## config.mk

```make
export PLATFORM = sky130hd
export DESIGN_NAME = fighter_pose_ctrl
export DESIGN_NICKNAME = d
export VERILOG_FILES = /design/src/rtl/fighter_pkg.sv /design/src/rtl/fighter_pose_chan.sv /design/src/rtl/fighter_pose_ctrl.sv
export SDC_FILE = /design/constraint.sdc
export NUM_CORES = 1
export LEC_CHECK = 0
export CAP_MARGIN = 20
export CORE_UTILIZATION = 50
export CTS_CLUSTER_SIZE = 12
export DETAILED_ROUTE_END_ITERATION = 12
export PLACE_DENSITY = 0.78
export SYNTH_ARGS = -nofsm -noshare
export SYNTH_HDL_FRONTEND = slang
export SYNTH_SLANG_ARGS = --single-unit
```

## constraint.sdc

```tcl
create_clock -name Clk -period 1.8 [get_ports Clk]
set_input_delay 0.27 -clock Clk [delete_from_list [all_inputs] [get_ports Clk]]
set_output_delay 0.27 -clock Clk [all_outputs]
set_load 0.05 [all_outputs]
```

## src/rtl/fighter_pkg.sv

```systemverilog
// Shared types for the fighter pose controller: channel state encoding,
// pose codes and the action request priority.
package fighter_pkg;

  localparam int CNT_W = 8;

  typedef enum logic [2:0] {
    ST_IDLE    = 3'd0,
    ST_WALK_L  = 3'd1,
    ST_WALK_R  = 3'd2,
    ST_ACTION  = 3'd3,
    ST_RECOVER = 3'd4
  } state_t;

  localparam logic [2:0] POSE_STAND   = 3'd0;
  localparam logic [2:0] POSE_WALK    = 3'd1;
  localparam logic [2:0] POSE_PUNCH   = 3'd2;
  localparam logic [2:0] POSE_KICK    = 3'd3;
  localparam logic [2:0] POSE_JUMP    = 3'd4;
  localparam logic [2:0] POSE_DODGE   = 3'd5;
  localparam logic [2:0] POSE_RECOVER = 3'd6;

  // Simultaneous requests resolve dodge > jump > kick > fight.
  function automatic logic [2:0] action_pose(input logic kick, input logic fight,
                                             input logic jump, input logic dodge);
    logic [2:0] p;
    p = POSE_STAND;
    if (dodge)      p = POSE_DODGE;
    else if (jump)  p = POSE_JUMP;
    else if (kick)  p = POSE_KICK;
    else if (fight) p = POSE_PUNCH;
    return p;
  endfunction

endpackage

```

## src/rtl/fighter_pose_chan.sv

```systemverilog
// One fighter channel: movement/action FSM with tick-driven action and
// recovery timers; every output is registered from the next-state decode.
module fighter_pose_chan
  import fighter_pkg::*;
#(
  parameter int ACT_CYCLES      = 8,
  parameter int RECOVER_CYCLES  = 4,
  parameter bit RESET_FACE_LEFT = 1'b1
) (
  input  logic       Clk,
  input  logic       Reset,
  input  logic       tick,
  input  logic       left,
  input  logic       right,
  input  logic       kick,
  input  logic       fight,
  input  logic       jump,
  input  logic       dodge,
  output logic       face_left,
  output logic [2:0] pose,
  output logic       busy,
  output logic       action_done
);

  localparam logic [CNT_W-1:0] ACT_LOAD = CNT_W'(ACT_CYCLES - 1);
  localparam logic [CNT_W-1:0] REC_LOAD =
    (RECOVER_CYCLES == 0) ? '0 : CNT_W'(RECOVER_CYCLES - 1);

  state_t           state_reg, state_next;
  logic [CNT_W-1:0] cnt_reg, cnt_next;
  logic [2:0]       act_pose_reg, act_pose_next;
  logic             face_reg, face_next;
  logic [2:0]       pose_reg, pose_next;
  logic             busy_reg, busy_next;
  logic             done_reg, done_next;
  logic             any_action;

  assign any_action = kick | fight | jump | dodge;

  always_comb begin
    state_next    = state_reg;
    cnt_next      = cnt_reg;
    act_pose_next = act_pose_reg;
    face_next     = face_reg;
    done_next     = 1'b0;

    case (state_reg)
      ST_IDLE, ST_WALK_L, ST_WALK_R: begin
        if (any_action) begin
          state_next    = ST_ACTION;
          cnt_next      = ACT_LOAD;
          act_pose_next = action_pose(kick, fight, jump, dodge);
        end else if (left && !right) begin
          state_next = ST_WALK_L;
          face_next  = 1'b1;
        end else if (right && !left) begin
          state_next = ST_WALK_R;
          face_next  = 1'b0;
        end else begin
          state_next = ST_IDLE;
        end
      end

      ST_ACTION: begin
        if (tick) begin
          if (cnt_reg == '0) begin
            done_next = 1'b1;
            if (RECOVER_CYCLES == 0) begin
              state_next = ST_IDLE;
              cnt_next   = '0;
            end else begin
              state_next = ST_RECOVER;
              cnt_next   = REC_LOAD;
            end
          end else begin
            cnt_next = cnt_reg - 1'b1;
          end
        end
      end

      ST_RECOVER: begin
        if (tick) begin
          if (cnt_reg == '0) begin
            state_next = ST_IDLE;
          end else begin
            cnt_next = cnt_reg - 1'b1;
          end
        end
      end

      default: begin
        state_next = ST_IDLE;
        cnt_next   = '0;
      end
    endcase
  end

  // Outputs are decoded from the next state so they appear one edge after the inputs.
  always_comb begin
    pose_next = POSE_STAND;
    busy_next = 1'b0;
    case (state_next)
      ST_WALK_L, ST_WALK_R: pose_next = POSE_WALK;
      ST_ACTION: begin
        pose_next = act_pose_next;
        busy_next = 1'b1;
      end
      ST_RECOVER: begin
        pose_next = POSE_RECOVER;
        busy_next = 1'b1;
      end
      default: pose_next = POSE_STAND;
    endcase
  end

  always_ff @(posedge Clk) begin
    if (Reset) begin
      state_reg    <= ST_IDLE;
      cnt_reg      <= '0;
      act_pose_reg <= POSE_STAND;
      face_reg     <= RESET_FACE_LEFT;
      pose_reg     <= POSE_STAND;
      busy_reg     <= 1'b0;
      done_reg     <= 1'b0;
    end else begin
      state_reg    <= state_next;
      cnt_reg      <= cnt_next;
      act_pose_reg <= act_pose_next;
      face_reg     <= face_next;
      pose_reg     <= pose_next;
      busy_reg     <= busy_next;
      done_reg     <= done_next;
    end
  end

  assign face_left   = face_reg;
  assign pose        = pose_reg;
  assign busy        = busy_reg;
  assign action_done = done_reg;

endmodule

```

## src/rtl/fighter_pose_ctrl.sv

```systemverilog
// Multi-player pose controller: one independent channel per player,
// the top level only slices and packs the per-player vectors.
module fighter_pose_ctrl
  import fighter_pkg::*;
#(
  parameter int NUM_PLAYERS    = 2,
  parameter int ACT_CYCLES     = 8,
  parameter int RECOVER_CYCLES = 4
) (
  input  logic                     Clk,
  input  logic                     Reset,
  input  logic                     tick,
  input  logic [NUM_PLAYERS-1:0]   left,
  input  logic [NUM_PLAYERS-1:0]   right,
  input  logic [NUM_PLAYERS-1:0]   kick,
  input  logic [NUM_PLAYERS-1:0]   fight,
  input  logic [NUM_PLAYERS-1:0]   jump,
  input  logic [NUM_PLAYERS-1:0]   dodge,
  output logic [NUM_PLAYERS-1:0]   face_left,
  output logic [3*NUM_PLAYERS-1:0] pose,
  output logic [NUM_PLAYERS-1:0]   busy,
  output logic [NUM_PLAYERS-1:0]   action_done
);

  generate
    for (genvar gi = 0; gi < NUM_PLAYERS; gi++) begin : g_chan
      // Player 0 starts facing right, everyone else faces left toward it.
      fighter_pose_chan #(
        .ACT_CYCLES     (ACT_CYCLES),
        .RECOVER_CYCLES (RECOVER_CYCLES),
        .RESET_FACE_LEFT(gi != 0)
      ) u_chan (
        .Clk        (Clk),
        .Reset      (Reset),
        .tick       (tick),
        .left       (left[gi]),
        .right      (right[gi]),
        .kick       (kick[gi]),
        .fight      (fight[gi]),
        .jump       (jump[gi]),
        .dodge      (dodge[gi]),
        .face_left  (face_left[gi]),
        .pose       (pose[3*gi +: 3]),
        .busy       (busy[gi]),
        .action_done(action_done[gi])
      );
    end
  endgenerate

endmodule

```

==> run metrics, run 1 <==
MaxCap Viol Count 0; crit path buf inv count 1; fraction of layout cells with a size suffix above 1 0.354; DRT iter0 DRCs 153; leakage power 1.40 nW; Worst Hold Launch tick; largest net degree at the start of global routing 22; status complete, but fails checks; cell area after layout 3240 um2; CTS H-tree lvls 2; fin worst setup slack -0.137 ns; TritonCTS clock tree done; critical path required time 2.03 ns; Hold WS 0.388 ns; register area share after synthesis 0.371; flops & latches, synth 40; worst reg2reg path startpoint g_chan[0].u_chan.cnt_reg[0]; gr ovfl total 0; routed vias 2,289; GRT Total Usage 0.238; Post-synth EDFFs 0; crit path capture type flop; clock network power share 0.297; final setup fails 7; P_sw 0.750 mW; synth unique cells 49; CP max stage delay 0.50 ns; vias per cell 5.64; Die Ht 67.7 um; placed cell area 2860 um2; HP Class in -> reg; internal power 1.72 mW; Die X 67.7 um; antenna cells 0; unrepaired setup endpoints after global routing yes; vias in the first global route 1,998; top cells by area, synth dfxtp_1 (37%), nor2_1 (7.3%), a21oi_1 (6.3%), ha_1 (4.1%), o21ai_0 (3.0%); f_max 0.516 GHz; Switching Share 0.304; Seq pwr share 0.403; max FFs per register 16; FFs w/ async S/R, synth 0; antenna violations before repair 0; Initial Util 0.528; cell class contributing the biggest share of worst-path delay simple AND/OR/NAND/NOR gates; DRT antenna net count 0; clk sinks 40; Synth Instances 271; Cells after DPL 389; area grow syn2layout 50.1%; post-synth top area share 0.371; syn nets 293; Rows 23; Ports 27; Layout Nets 377; Final Slew Violations 0; cell taking the most area after synthesis dfxtp_1; Hold Vio Cnt, Final 0; slowest CP cell or4b_4; mapped cell area 2160 um2; Worst Tran Pin Value 0.511 ns; Root Driver clkbuf_8; VDD IR-drop max 0.486 mV; RePlAce Congestion 0.867; CP startpoint g_chan[0].u_chan.cnt_reg[0]; post-DP HPWL 3.82 mm; power per cell area 762 nW/um2; critical path data arrival time 2.16 ns; TritonRoute pass-1 iters 5; combinational share of power 0.300; critical-path cell list inv_2, ha_4, or3b_4, nor3_2, or3_4, or4b_4, a21oi_2; Core Region 4090 um2; Final period util 1.08; Worst-path clk slew 0.08 ns; ys flop type dfxtp_1; total wire length 5.80 mm; Post-CTS Hold Fix Bufs 0; Startpoint Class flop; Finished Layout Cells 406; Final Skew 0.00817 ns; violated checks negative setup slack; die area 4590 um2; syn avg cell area 7.97 um2; post-detailed-route DRC marker count 0; port buffer count 26; Bufs on Longest Clock Path 2; Num CTS Buffers 5; Worst-Skew Late Latency 0.30 ns; drt wl/cell 14.3 um; final core occ 0.793; critical path class reg -> reg; global-route wire length before repair 8.25 mm; post-route minimum period 1.94 ns; Rel. slew slack 0.659; CP max FO 7; YS warnings 0
-- what timing repair did --
| action | 4_1_cts | 5_1_grt |
|---|---|---|
| pin swaps | 3 | 16 |
| buffers inserted | 1 | 8 |
| gates resized for setup | 11 | 44 |
| endpoints found under the hold margin | 0 | 0 |
| endpoints found under the setup margin | 23 | 22 |
-- metrics by stage --
stage | TNS, ns | setup WS, ns | power, mW
detailed placement | -6.05 | -0.427 | 1.63
CTS | -0.264 | -0.0880 | 2.39
global placement | -5.50 | -0.347 | 1.61
global route | -1.29 | -0.187 | 2.58
floorplan | -0.158 | -0.0630 | 1.38
finish | -0.608 | -0.137 | 2.47
-- layout make-up --
cell class | instances | area (um2)
Fill cell | 274 | 846
Timing Repair Buffer | 93 | 783
Clock inverter | 3 | 42.5
Sequential cell | 40 | 810
Inverter | 17 | 63.8
Clock buffer | 5 | 68.8
Tap cell | 50 | 62.6
Multi-Input combinational cell | 198 | 1410
-- layer usage --
layer | track usage | wire length (um) | up-vias
met2 | 0.429 | 3080 | 76
li1 | - | - | 1127
met5 | 0 | 0 | -
met4 | 0.0851 | 64 | 0
met3 | 0.0625 | 275 | 9
met1 | 0.263 | 2380 | 1077
-- cells by family (layout without fill, tap and decap cells) --
kind of cell,Yosys count,after routing,synth area share
simple gates,105,105,0.249
compound gates,75,75,0.222
flops,40,40,0.371
buf+inv,33,118,0.0707
fa+ha+maj,7,7,0.0406
xor+xnor,7,7,0.0284
mux,4,4,0.0191
-- worst paths after layout --
| kind | endpoint | slack (ns) | cells past startpoint |
|---|---|---|---|
| max | g_chan[0].u_chan.cnt_reg[3] | -0.14 | 7 |
| min | g_chan[0].u_chan.action_done | 0.39 | 3 |
| max reg2reg | g_chan[0].u_chan.cnt_reg[3] | -0.14 | 7 |
| min reg2reg | g_chan[0].u_chan.cnt_reg[5] | 0.49 | 2 |
-- worst reg2reg max path, stage by stage, from the launching register on --
cell and delay [ns]:
dfxtp_2 0.35, inv_2 0.05, ha_4 0.15, or3b_4 0.24
nor3_2 0.03, or3_4 0.43, or4b_4 0.50, a21oi_2 0.13
-- cells in the final DEF (no fill, tap or decap), types with 3 or more instances in the layout --
cell type	n
a211oi_1	3
a21oi_1	21
a21oi_2	6
a31oi_1	4
buf_4	64
buf_6	3
clkbuf_8	5
clkdlybuf4s50_1	21
dfxtp_1	33
dfxtp_2	7
dlymetal6s2s_1	4
ha_1	5
inv_1	13
inv_2	4
nand2_1	17
nand3b_1	3
nor2_1	40
nor2b_1	5
nor3_1	4
nor4_1	3
o21a_1	4
o21ai_0	10
o31ai_1	3
or2_2	3
or3_1	4
or3_4	4
xor2_1	5
-- Yosys cell counts (all sizes together), types with 2 or more instances --
| library cell | n |
|---|---|
| nor2 | 42 |
| dfxtp | 40 |
| a21oi | 27 |
| inv | 17 |
| nand2 | 17 |
| o21ai | 13 |
| buf | 12 |
| or3 | 8 |
| ha | 7 |
| nor3 | 7 |
| nor4 | 6 |
| nor2b | 5 |
| xor2 | 5 |
| a211oi | 4 |
| a31oi | 4 |
| clkbuf | 4 |
| o21a | 4 |
| or4 | 4 |
| mux2i | 3 |
| nand3b | 3 |
| o31ai | 3 |
| or2 | 3 |
| a21o | 2 |
| a311o | 2 |
| nand2b | 2 |
| nand3 | 2 |
| o211ai | 2 |
| o21bai | 2 |
| o22ai | 2 |
| o311ai | 2 |
| or3b | 2 |
| xnor2 | 2 |
-- power by group through the flow --
| stage | Combinational, mW | Sequential [mW] | Clock (mW) |
|---|---|---|---|
| after floorplan | 0.326 | 1.05 | 0 |
| after global placement | 0.608 | 1.01 | 0 |
| after detailed placement | 0.623 | 1.01 | 0 |
| after CTS | 0.649 | 0.990 | 0.747 |
| after global routing | 0.794 | 1.00 | 0.783 |
| final | 0.740 | 0.995 | 0.734 |
Power figures use the tool's default switching activity.
==> run 2, diff against run 1 <==
--- a/config.mk
+++ b/config.mk
@@ -6,6 +6,7 @@
 export NUM_CORES = 1
 export LEC_CHECK = 0
 export CAP_MARGIN = 20
+export CORE_MARGIN = 3
 export CORE_UTILIZATION = 50
 export CTS_CLUSTER_SIZE = 12
 export DETAILED_ROUTE_END_ITERATION = 12
==> run metrics, run 2 (synthesized netlist as in run 1, its figures left out) <==
critical path class reg -> reg; fill count 265; Initial Util 0.528; Final Slew Violations 0; violated checks negative setup slack; post-detailed-route DRC marker count 0; Die X 71.7 um; VDD IR-drop max 0.578 mV; Startpoint Class flop; crit path capture type flop; Worst-Skew Late Latency 0.30 ns; leakage power 1.39 nW; status complete, but fails checks; gr ovfl total 0; global-route wire length before repair 9.58 mm; worst r2r dst g_chan[0].u_chan.cnt_reg[3]; drt wl/cell 14.4 um; Worst Tran Pin Value 0.587 ns; Hold WS 0.391 ns; worst reg2reg path startpoint g_chan[0].u_chan.cnt_reg[1]; hold endpoint g_chan[0].u_chan.action_done; antenna cells 0; GRT Total Usage 0.232; MaxCap Viol Count 0; cell area after layout 3220 um2; antenna violations before repair 0; Seq pwr share 0.402; max FFs per register 16; Bufs on Longest Clock Path 2; Root Driver clkbuf_8; vias in the first global route 2,301; critical path required time 2.04 ns; DRT iter0 DRCs 131; placed cell area 2890 um2; Layout Nets 375; post-route minimum period 1.88 ns; reg2reg path depth 7; clk sinks 40; port buffer count 26; CP max FO 8; TritonCTS clock tree done; power per cell area 769 nW/um2; most frequent cells in the layout buf_4 (63), nor2_1 (39), dfxtp_1 (33); routed vias 2,244; RePlAce Congestion 0.848; final setup fails 4; Worst-path clk slew 0.08 ns; post-DP HPWL 3.91 mm; f_max 0.531 GHz; final core occ 0.788; Ports 27; DRT antenna net count 0; Min-Delay Path Depth 3; Final period util 1.05; Die Ht 71.7 um; TritonRoute pass-1 iters 4; Hold Vio Cnt, Final 0; vias per cell 5.55; internal power 1.71 mW; register-to-register path setup slack -0.08 ns; CTS H-tree lvls 2; area grow syn2layout 49.1%; Worst Hold Launch tick; Rows 23; unrepaired setup endpoints after global routing yes; largest net degree at the start of global routing 19; fin worst setup slack -0.0816 ns; die area 5140 um2; Core Region 4090 um2; fraction of layout cells with a size suffix above 1 0.342; Num CTS Buffers 5; Final Skew 0.00345 ns; Switching Share 0.309; Rel. slew slack 0.608; commonest non-fill, non-tap cell in the layout buf_4; total wire length 5.82 mm; P_sw 0.766 mW; combinational share of power 0.288; clock network power share 0.309; HP Class in -> reg; critical path data arrival time 2.12 ns
[run 2: cell types whose count changed in the layout (fill, tap and decap cells not counted), sizes merged]
cell / delta
clkdlybuf4s50: +1
buf: -2
inv: +1
dlygate4sd2: -1
clkinv: -1
[run 2: power groups by stage]
stage / combinational [mW] / clock (mW) / sequential (mW)
4_1_cts: 0.659 / 0.775 / 0.991
2_1_floorplan: 0.326 / 0 / 1.05
5_1_grt: 0.774 / 0.815 / 1.00
3_5_place_dp: 0.632 / 0 / 1.01
6_report: 0.714 / 0.765 / 0.996
3_3_place_gp: 0.617 / 0 / 1.01
[run 2: worst max path at each step]
stage               slack, ns                   startpoint                     endpoint
floorplan               -0.06  g_chan[0].u_chan.cnt_reg[0]  g_chan[0].u_chan.cnt_reg[3]
global placement        -0.39                     dodge[1]  g_chan[1].u_chan.cnt_reg[3]
detailed placement      -0.44                     dodge[1]  g_chan[1].u_chan.cnt_reg[7]
CTS                     -0.08  g_chan[0].u_chan.cnt_reg[1]  g_chan[0].u_chan.cnt_reg[3]
global route            -0.16  g_chan[0].u_chan.cnt_reg[1]  g_chan[0].u_chan.cnt_reg[3]
finish                  -0.08  g_chan[0].u_chan.cnt_reg[1]  g_chan[0].u_chan.cnt_reg[3]
[run 2: timing repair]
action,4_1_cts,5_1_grt
pin swaps,8,10
hold buffers,0,0
buffers inserted,0,3
endpoints found under the setup margin,22,26
gates resized for setup,13,34
[run 2: critical path, cell delays in order (launching register included)]
cell     delay (ns)
dfxtp_2        0.34
inv_2          0.05
ha_4           0.15
or3b_4         0.23
nor3_1         0.04
or3_4          0.40
or4b_1         0.47
a21oi_1        0.12
[run 2: metal layers]
layer	up-vias	global-route usage	part of all wire
met5	-	0	0
met4	0	0.125	0.026
met3	15	0.0575	0.035
met2	45	0.405	0.52
met1	1062	0.258	0.42
li1	1122	-	-
[run 2: area by class of cell]
type | count | area (um2) | area share
sequential | 40 | 810 | 0.251
multi-input combinational | 198 | 1410 | 0.438
clock buffer | 5 | 68.8 | 0.0214
tap | 50 | 62.6 | 0.0194
timing repair buffer | 91 | 759 | 0.236
clock inverter | 3 | 46.3 | 0.0144
inverter | 17 | 63.8 | 0.0198
[run 2: through the flow]
stage	power [mW]	cells	setup TNS (ns)	worst slack (ns)
2_1_floorplan	1.38	271	-0.158	-0.0630
3_3_place_gp	1.62	393	-5.64	-0.387
3_5_place_dp	1.64	393	-6.40	-0.436
4_1_cts	2.42	401	-0.200	-0.0830
5_1_grt	2.59	404	-1.27	-0.161
6_report	2.47	404	-0.227	-0.0816
==> run 3, diff against run 2 <==
--- a/config.mk
+++ b/config.mk
@@ -5,12 +5,14 @@
 export SDC_FILE = /design/constraint.sdc
 export NUM_CORES = 1
 export LEC_CHECK = 0
+export ABC_AREA = 1
 export CAP_MARGIN = 20
 export CORE_MARGIN = 3
-export CORE_UTILIZATION = 50
+export CORE_UTILIZATION = 51
 export CTS_CLUSTER_SIZE = 12
 export DETAILED_ROUTE_END_ITERATION = 12
 export PLACE_DENSITY = 0.78
 export SYNTH_ARGS = -nofsm -noshare
 export SYNTH_HDL_FRONTEND = slang
+export SYNTH_HIERARCHICAL = 1
 export SYNTH_SLANG_ARGS = --single-unit
==> run metrics, run 3 <==
clk sinks 40; HP Class reg -> reg; Final Slew Violations 0; leakage power 1.33 nW; P_sw 0.781 mW; Startpoint Class flop; DRT antenna net count 0; power per cell area 807 nW/um2; flops & latches, synth 40; f_max 0.585 GHz; critical path data arrival time 1.44 ns; Switching Share 0.342; total wire length 4.83 mm; DRT iter0 DRCs 114; YS warnings 6; fin worst setup slack 0.0910 ns; area grow syn2layout 18.1%; cells resized by post-CTS repair 0; Bufs on Longest Clock Path 2; Post-synth EDFFs 0; ys flop type dfxtp_1; post-route minimum period 1.71 ns; crit path capture type output pin; port buffer count 26; synth unique cells 29; clock network power share 0.266; register area share after synthesis 0.334; Final period util 0.949; Synth Instances 344; Core Region 4440 um2; routed vias 2,200; max FFs per register 16; drt wl/cell 11.3 um; post-synth top area share 0.334; setup TNS 0 ns; Initial Util 0.539; fraction of layout cells with a size suffix above 1 0.172; largest net degree at the start of global routing 28; Die Ht 74.6 um; TritonRoute pass-1 iters 4; most common cell in the netlist nand2_1; crit path buf inv count 1; final setup fails 0; cell class contributing the biggest share of worst-path delay buffers and inverters; post-DP HPWL 3.83 mm; vias per cell 5.13; syn avg cell area 6.97 um2; Rel. slew slack 0.663; top cells by area, synth dfxtp_1 (33%), nand2_1 (14%), inv_1 (6.4%), nor2_1 (5.2%), nand3_1 (5.0%); antenna cells 0; Hold WS 0.474 ns; VDD IR-drop max 0.470 mV; Ports 27; Hold Vio Cnt, Final 0; CP max stage delay 0.81 ns; synth cell count leaders nand2_1 (89), inv_1 (41), dfxtp_1 (40), nor2_1 (33), nand3_1 (24); Root Driver clkbuf_8; TritonCTS clock tree done; internal power 1.50 mW; global-route wire length before repair 8.55 mm; syn nets 366; antenna violations before repair 0; status finished, final reports clean; slowest CP cell clkdlybuf4s50_1; placed cell area 2740 um2; Post-Place Worst Slack 0.133 ns; cell taking the most area after synthesis dfxtp_1; GRT Total Usage 0.196; Rows 24; critical path required time 1.53 ns; Post-CTS Setup Inserts 0; critical-path cell list clkdlybuf4s50_1; Layout Nets 398; MaxCap Viol Count 0; Seq pwr share 0.433; combinational share of power 0.300; commonest non-fill, non-tap cell in the layout nand2_1; CTS H-tree lvls 2; cell area after layout 2830 um2; Num CTS Buffers 5; Worst Tran Pin Value 0.505 ns; Post-CTS Hold Fix Bufs 0; Worst-Skew Late Latency 0.29 ns; Final Skew 0.00579 ns; most frequent cells in the layout nand2_1 (89), inv_1 (41), dfxtp_1 (40); register-to-register path setup slack 0.16 ns; RePlAce Congestion 0.893; mapped cell area 2400 um2; FFs w/ async S/R, synth 0; Worst-path clk slew 0.07 ns; post-detailed-route DRC marker count 0; Die X 74.6 um; gr ovfl total 0; critical path class reg -> out; CP max FO 2; unrepaired setup endpoints after global routing no; die area 5560 um2; vias in the first global route 2,007
[run 3: cell types whose count changed after synthesis, moves of 6 or more]
cell     previous run  this run
nand2_1            17        89
inv_1              17        41
nand3_1             2        24
nor2_1             42        33
a21oi_1            27        19
inv_2               0         8
nand2_2             0         8
nand3_2             0         8
nand4_1             1         9
a21oi_2             0         7
or3_1               7         0
buf_4               6         0
nor3_1              7         1
o21ai_1             0         6
[run 3: power by group through the flow]
stage / Clock (mW) / Combinational, mW / Sequential [mW]
after detailed placement: 0 / 0.685 / 1.01
after global placement: 0 / 0.674 / 1.01
after CTS: 0.644 / 0.688 / 0.990
after floorplan: 0 / 0.428 / 1.09
final: 0.609 / 0.686 / 0.990
after global routing: 0.673 / 0.766 / 0.998
[run 3: through the flow]
stage / std cells / total power [mW] / util
final: 429 / 2.28 / 0.637
after global routing: 429 / 2.44 / 0.637
after CTS: 429 / 2.32 / 0.637
after detailed placement: 421 / 1.70 / 0.616
after global placement: 421 / 1.68 / 0.616
after floorplan: 344 / 1.52 / -
[run 3: path summary, 6_finish.rpt]
kind / from / endpoint / depth (start not counted)
setup / recovery: g_chan[0].u_chan/face_left / face_left[0] / 1
hold / removal: g_chan[0].u_chan/act_pose_reg[2] / g_chan[0].u_chan/act_pose_reg[2] / 2
setup reg to reg: g_chan[1].u_chan/cnt_reg[0] / g_chan[1].u_chan/pose[0] / 11
hold reg to reg: g_chan[0].u_chan/act_pose_reg[2] / g_chan[0].u_chan/act_pose_reg[2] / 2
[run 3: area by class of cell]
cell class | instances | area [um2]
Clock buffer | 6 | 82.6
Clock inverter | 2 | 10.0
Fill cell | 422 | 1610
Inverter | 51 | 196
Multi-Input combinational cell | 250 | 1390
Sequential cell | 40 | 801
Tap cell | 52 | 65.1
Timing Repair Buffer | 28 | 288
[run 3: cells by family (layout without fill, tap and decap cells)]
group	after synthesis	count (layout)	synth area share
adder cells (fa/ha/maj)	7	7	0.0365
XOR/XNOR	2	2	0.00731
AND/OR/NAND/NOR	190	190	0.408
flip-flops	40	40	0.334
AO/OA/AOI/OAI	51	51	0.127
buffers and inverters	54	87	0.0872
[run 3: routing by layer]
metal	global-route usage	share of wire	routed length, um
met5	0	0	0
met4	0.0711	0.018	89
met3	0.0378	0.033	159
met2	0.326	0.48	2300
met1	0.252	0.47	2280
